==> src/rtl/multicycle_control.sv <==
// Multi-cycle control unit: steps each instruction through FETCH/DECODE/EXEC/MEM/WB,
// with a bounded wait on the memory handshakes, a stall freeze and a retired-instruction counter.
module multicycle_control #(
  parameter int OP_W     = 4,
  parameter int MAX_WAIT = 15,
  parameter int WAIT_W   = 4,
  parameter int CNT_W    = 16
) (
  input  logic             clk,
  input  logic             reset,
  input  logic [OP_W-1:0]  op,
  input  logic             imem_ready,
  input  logic             dmem_ready,
  input  logic             alu_zero,
  input  logic             stall,
  output logic [1:0]       IMMGENOP,
  output logic             ALUOP,
  output logic [1:0]       ALUIN1,
  output logic [1:0]       ALUIN2,
  output logic [1:0]       ALUSRC,
  output logic             IRWRITE,
  output logic             PCINC,
  output logic             PCWRITE,
  output logic             MEMREAD,
  output logic             MEMWRITE,
  output logic             MEM2REG,
  output logic             REGWRITE,
  output logic [2:0]       state,
  output logic             illegal,
  output logic             err,
  output logic [CNT_W-1:0] retired
);

  typedef enum logic [2:0] {
    S_FETCH  = 3'd0,
    S_DECODE = 3'd1,
    S_EXEC   = 3'd2,
    S_MEM    = 3'd3,
    S_WB     = 3'd4,
    S_ERR    = 3'd5
  } state_t;

  state_t            st;
  logic [OP_W-1:0]   op_q;
  logic [WAIT_W-1:0] wait_cnt;

  // Only the low nibble is decoded; any set upper bit makes the opcode undefined.
  function automatic logic is_legal(input logic [OP_W-1:0] o);
    logic [OP_W+3:0] w;
    w = {4'b0000, o};
    return (w[OP_W+3:4] == '0) && (o[3:0] != 4'd7) && (o[3:0] != 4'd14);
  endfunction

  logic [3:0] lo;
  logic       legal_q, is_lw, is_sw, is_wri, is_rea, is_bne, is_jump, is_mem, active;

  always_comb begin
    lo      = op_q[3:0];
    legal_q = is_legal(op_q);
    is_lw   = legal_q && (lo == 4'd9);
    is_sw   = legal_q && (lo == 4'd10);
    is_wri  = legal_q && (lo == 4'd12);
    is_rea  = legal_q && (lo == 4'd13);
    is_bne  = legal_q && (lo == 4'd11);
    is_jump = legal_q && ((lo == 4'd4) || (lo == 4'd6));
    is_mem  = is_lw || is_sw || is_wri || is_rea;
    active  = !reset && !stall;
  end

  always_comb begin
    {IMMGENOP, ALUOP, ALUIN1, ALUIN2, ALUSRC} = 9'd0;
    if (legal_q) begin
      case (lo)
        4'd1:    {IMMGENOP, ALUOP, ALUIN1, ALUIN2, ALUSRC} = {2'd0, 1'b1, 2'd0, 2'd0, 2'd1};
        4'd2:    {IMMGENOP, ALUOP, ALUIN1, ALUIN2, ALUSRC} = {2'd0, 1'b1, 2'd0, 2'd0, 2'd0};
        4'd3:    {IMMGENOP, ALUOP, ALUIN1, ALUIN2, ALUSRC} = {2'd0, 1'b1, 2'd0, 2'd0, 2'd2};
        4'd4:    {IMMGENOP, ALUOP, ALUIN1, ALUIN2, ALUSRC} = {2'd0, 1'b0, 2'd1, 2'd1, 2'd0};
        4'd5:    {IMMGENOP, ALUOP, ALUIN1, ALUIN2, ALUSRC} = {2'd3, 1'b1, 2'd0, 2'd2, 2'd0};
        4'd6:    {IMMGENOP, ALUOP, ALUIN1, ALUIN2, ALUSRC} = {2'd2, 1'b0, 2'd1, 2'd2, 2'd0};
        4'd8, 4'd9, 4'd10:
                 {IMMGENOP, ALUOP, ALUIN1, ALUIN2, ALUSRC} = {2'd0, 1'b0, 2'd0, 2'd2, 2'd0};
        4'd11:   {IMMGENOP, ALUOP, ALUIN1, ALUIN2, ALUSRC} = {2'd2, 1'b1, 2'd1, 2'd0, 2'd0};
        4'd12, 4'd13:
                 {IMMGENOP, ALUOP, ALUIN1, ALUIN2, ALUSRC} = {2'd0, 1'b1, 2'd0, 2'd0, 2'd0};
        4'd15:   {IMMGENOP, ALUOP, ALUIN1, ALUIN2, ALUSRC} = {2'd1, 1'b1, 2'd0, 2'd2, 2'd0};
        default: {IMMGENOP, ALUOP, ALUIN1, ALUIN2, ALUSRC} = 9'd0;
      endcase
    end
  end

  always_ff @(posedge clk or posedge reset) begin
    if (reset) begin
      st       <= S_FETCH;
      op_q     <= '0;
      wait_cnt <= '0;
      retired  <= '0;
      illegal  <= 1'b0;
    end else if (!stall) begin
      case (st)
        S_FETCH: begin
          if (imem_ready) begin
            st       <= S_DECODE;
            wait_cnt <= '0;
          end else if (wait_cnt == WAIT_W'(MAX_WAIT)) begin
            st       <= S_ERR;
            wait_cnt <= '0;
          end else begin
            wait_cnt <= wait_cnt + 1'b1;
          end
        end
        S_DECODE: begin
          op_q <= op;
          if (!is_legal(op)) illegal <= 1'b1;
          st <= S_EXEC;
        end
        S_EXEC: begin
          if (is_jump) begin
            st <= S_WB;
          end else if (is_bne || !legal_q) begin
            st      <= S_FETCH;
            retired <= retired + 1'b1;
          end else if (is_mem) begin
            st <= S_MEM;
          end else begin
            st <= S_WB;
          end
        end
        S_MEM: begin
          if (dmem_ready) begin
            wait_cnt <= '0;
            if (is_lw) begin
              st <= S_WB;
            end else begin
              st      <= S_FETCH;
              retired <= retired + 1'b1;
            end
          end else if (wait_cnt == WAIT_W'(MAX_WAIT)) begin
            st       <= S_ERR;
            wait_cnt <= '0;
          end else begin
            wait_cnt <= wait_cnt + 1'b1;
          end
        end
        S_WB: begin
          st      <= S_FETCH;
          retired <= retired + 1'b1;
        end
        S_ERR:   st <= S_ERR;
        default: st <= S_FETCH;
      endcase
    end
  end

  // Strobes are suppressed while stalled or held in reset so an aborted instruction emits nothing.
  always_comb begin
    IRWRITE  = 1'b0;
    PCINC    = 1'b0;
    PCWRITE  = 1'b0;
    MEMREAD  = 1'b0;
    MEMWRITE = 1'b0;
    MEM2REG  = 1'b0;
    REGWRITE = 1'b0;
    if (active) begin
      case (st)
        S_FETCH: begin
          IRWRITE = imem_ready;
          PCINC   = imem_ready;
        end
        S_EXEC:  PCWRITE = is_jump || (is_bne && !alu_zero);
        S_MEM: begin
          MEMREAD  = is_lw || is_rea;
          MEMWRITE = is_sw || is_wri;
        end
        S_WB: begin
          REGWRITE = 1'b1;
          MEM2REG  = is_lw;
        end
        default: ;
      endcase
    end
  end

  assign state = st;
  assign err   = (st == S_ERR);

endmodule

==> config.mk <==
export PLATFORM = sky130hd
export DESIGN_NAME = multicycle_control
export DESIGN_NICKNAME = d
export VERILOG_FILES = /design/src/rtl/multicycle_control.sv
export SDC_FILE = /design/constraint.sdc
export NUM_CORES = 1
export LEC_CHECK = 0
export CAP_MARGIN = 20
export CORE_ASPECT_RATIO = 1.5
export CORE_UTILIZATION = 49
export CTS_CLUSTER_SIZE = 28
export DETAILED_ROUTE_END_ITERATION = 7
export GPL_TIMING_DRIVEN = 0
export PLACE_DENSITY = 0.88
export REMOVE_ABC_BUFFERS = 1
export SLEW_MARGIN = 20
export SYNTH_ARGS = -nofsm -noshare
export SYNTH_HDL_FRONTEND = slang
export SYNTH_SLANG_ARGS = --single-unit
==> constraint.sdc <==
create_clock -name clk -period 2.45 [get_ports clk]
set_input_delay 0.735 -clock clk [delete_from_list [all_inputs] [get_ports clk]]
set_output_delay 0.735 -clock clk [all_outputs]
set_load 0.01 [all_outputs]
==> results.yml <==
clock_tree:
  cts_buffers: 3
  h-tree-depth: 1
  clock_latency_ns: 0.27
  cts_max_path_buffers: 2
  cts-root-buf: "clkbuf_8"
  cts_hold_buf: 0
  clk_pin_slew_ns: 0.09
  cts_sinks: 28
  cts_tree: "built"
yosys:
  ys_ff_latch: 28
  async_flop_share_pct: 100
  synthTopCellsByArea: "dfrtp_1 (38%), xnor2_1 (6.7%), ha_1 (4.8%), nand2_1 (4.1%), mux2_2 (3.7%)"
  syn_area_um2: 1840
  syn_inst: 199
  synth_area_leader_cell: "dfrtp_1"
  syn_area_per_cell_um2: 9.24
  yosys_warnings: 0
  synth_top_area_share_pct: 38.1
  synthFlopType: "dfrtp_1"
  synth.distinct_cells: 43
  synth-edff-count: 0
  ys_seq_area_share_pct: 38.1
pwr:
  ir_worst_vdd_mv: 0.709
  leakage_uw: 0.00111
  pwr_density_cell_nw_per_um2: 1050
grt:
  antenna_found_initial: 0
  grtUsageMet1_pct: 24.0
  grt_max_degree: 29
  grt_pass1_wl_um: 6670
  grt_util_met3_pct: 1.59
  grt_pass1_vias: 1523
  track_usage_pct: 21.3
  busiest_layer: "met2"
  gr-usage-met2_pct: 39.7
  grt-ovfl-total: 0
layout:
  fill_cells: 256
  antenna_cells: 0
  layout.nets: 267
  drive_gt1_share_pct: 26.5
  area_growth_pct: 36.7
sta:
  setup_slack_ns: -0.0232
  relSlewSlack_pct: 62.3
  slew_violations: 0
  tns_ns: -0.0434
  fin_crit_sh_pct: 101
  clock_skew_ns: 0.00493
  max_freq_ghz: 0.404
  min_period_ns: 2.47
  grt_setup_unrepaired: "true"
  hold_violations: 0
  tightest_slew_ns: 0.565
  finalSetupViolCount: 2
detailed_routing:
  drc: 0
  ant_nets: 0
  detail_route.iter0.violations: 37
  via_per_inst: 5.59
  num_vias: 1628
  wl_per_cell_um: 14.7
  wl_um: 4270
  firstDrtPassIters: 4
setup_path:
  reg2reg_slack_ns: 0.23
  critPathLaunchType: "flip-flop"
  cp.arrival_ns: 1.74
  regToRegStartpoint: "lo[0]$_DFFE_PP0P_"
  cpMaxStageDelayCell: "dfrtp_2"
  max_stage_delay_ns: 0.47
  r2r_cells: 8
  cp.required_ns: 1.71
  worstSetupPathType: "flip-flop to output port"
  setup.worst_path.end_class: "output port"
  path_cells: "inv_4, ha_4, mux2_2, nor2_1, clkdlybuf4s15_1"
  r2r-end: "state[0]$_DFFE_PP0N_"
  critPathMaxFanout: 6
run:
  cap_violations: 0
floorplan:
  die_x_um: 52.0
  io_pins: 47
  core-area_um2: 3480
  num_rows: 26
  initial_utilization_pct: 52.8
  dieArea_um2: 4010
  die_h_um: 77.0
hold_path:
  whs_path_depth: 1
  min_path_type: "flip-flop to flip-flop"
  hold-path-endpoint: "illegal$_DFFE_PP0P_"
  hold_start: "illegal$_DFFE_PP0P_"
placed_design:
  place_ws_ns: -0.824
  port_buffers: 45
  place_congestion: 0.810
  hpwl_um: 2920
run_status:
  violations: "setup timing"
  status: "finished, violations left"
[report_power, final]
group / internal (uW) / switching, uW
Clock: 219 / 140
Combinational: 733 / 672
Sequential: 592 / 274
Total: 1540 / 1090
[stage by stage]
stage	std cells	cell area [um2]	total power (uW)	utilization, %	hold slack (ns)
global placement	276	2290	1960	65.7	0.462
finish	291	2510	2630	72.2	0.485
floorplan	189	1780	1500	-	0.450
global route	291	2510	2790	72.2	0.507
CTS	287	2430	2440	69.8	0.487
detailed placement	276	2290	1990	65.7	0.465
[layout make-up]
| type | count | area [um2] | area share, % |
|---|---|---|---|
| repair buffers | 56 | 480 | 19.1 |
| inverters | 7 | 31.3 | 1.24 |
| flip-flops and latches | 28 | 708 | 28.2 |
| clock buffers | 3 | 41.3 | 1.64 |
| clock inverters | 1 | 30.0 | 1.19 |
| well taps | 42 | 52.6 | 2.09 |
| multi-input cells | 154 | 1170 | 46.5 |
[registers in the layout, indices dropped and copies added (netlist names)]
name	flops
state	3
retired	16
lo	4
illegal	1
wait_cnt	4
[cells by family after synthesis]
group / count (synthesis) / synth area share [%]
and+or+nand+nor: 89 / 26.5
AOI/OAI and AO/OA: 32 / 12.8
DFF: 28 / 38.1
buffers and inverters: 17 / 4.49
xor gates and xnor gates: 16 / 7.62
muxes: 9 / 5.58
adders and majority gates: 7 / 4.76
other: 1 / 0.204
[worst max path at each step]
stage,from,end,slack [ns],depth (start not counted)
finish,lo[0]$_DFFE_PP0P_,MEMWRITE,-0.02,5
global route,lo[1]$_DFFE_PP0P_,PCWRITE,-0.07,7
CTS,lo[0]$_DFFE_PP0P_,MEMWRITE,-0.12,5
detailed placement,stall,PCWRITE,-0.82,5
global placement,stall,PCWRITE,-0.81,5
floorplan,lo[0]$_DFFE_PP0P_,ALUOP,0.27,4
[routing by layer]
| metal | routed length [um] | vias up |
|---|---|---|
| met1 | 1770 | 773 |
| met3 | 154 | 5 |
| li1 | - | 803 |
| met4 | 46 | 0 |
| met2 | 2300 | 47 |
| met5 | 0 | - |
[critical path: cells and delay by family, from the launching register on]
kind                     cells  cell delay, ns
adder cells (fa/ha/maj)      1            0.18
buffers and inverters        2            0.36
flip-flops                   1            0.47
multiplexers                 1            0.34
AND/OR/NAND/NOR              1            0.12
[repair_timing]
action	in CTS	in global routing
resized for setup	55	35
buffers inserted	7	4
hold endpoints to repair	0	0
pin swaps	6	5
endpoints found under the setup margin	17	17
[synth_stat cells (all sizes together) (2+ instances only)]
| cell type | n |
|---|---|
| ha | 7 |
| dfrtp | 28 |
| and3b | 3 |
| a221oi | 3 |
| inv | 7 |
| xnor2 | 14 |
| mux2 | 7 |
| nor3b | 3 |
| nand4 | 9 |
| and2 | 5 |
| and3 | 10 |
| nand3 | 8 |
| a21o | 3 |
| clkbuf | 4 |
| o21ai | 14 |
| or2 | 2 |
| xor2 | 2 |
| nand2 | 20 |
| mux2i | 2 |
| a2111oi | 2 |
| nor3 | 3 |
| a21oi | 5 |
| nand2b | 3 |
| buf | 6 |
| nor2 | 12 |
| nor2b | 7 |
[layout by cell type, fill, tap and decap left out, types with 2 or more instances in the layout]
master / count
xnor2_1: 14
nor2b_2: 2
buf_4: 11
nor2_2: 2
clkdlybuf4s50_1: 28
o21ai_0: 10
clkbuf_2: 5
mux2i_1: 2
and3b_2: 2
nand2_1: 19
inv_1: 4
a221oi_1: 2
nand2b_1: 3
nand4_1: 9
ha_4: 3
clkbuf_8: 3
o21ai_1: 2
nand3_1: 8
ha_1: 3
xor2_1: 2
nor2_1: 9
nor2b_1: 5
dlygate4sd2_1: 4
inv_4: 2
nor3_1: 2
and2_1: 5
mux2_2: 6
a21oi_1: 4
nor3b_4: 2
a21o_1: 3
dfrtp_2: 6
and3_1: 9
buf_2: 5
dfrtp_1: 22
No activity file was read; power rests on OpenSTA's default activity.
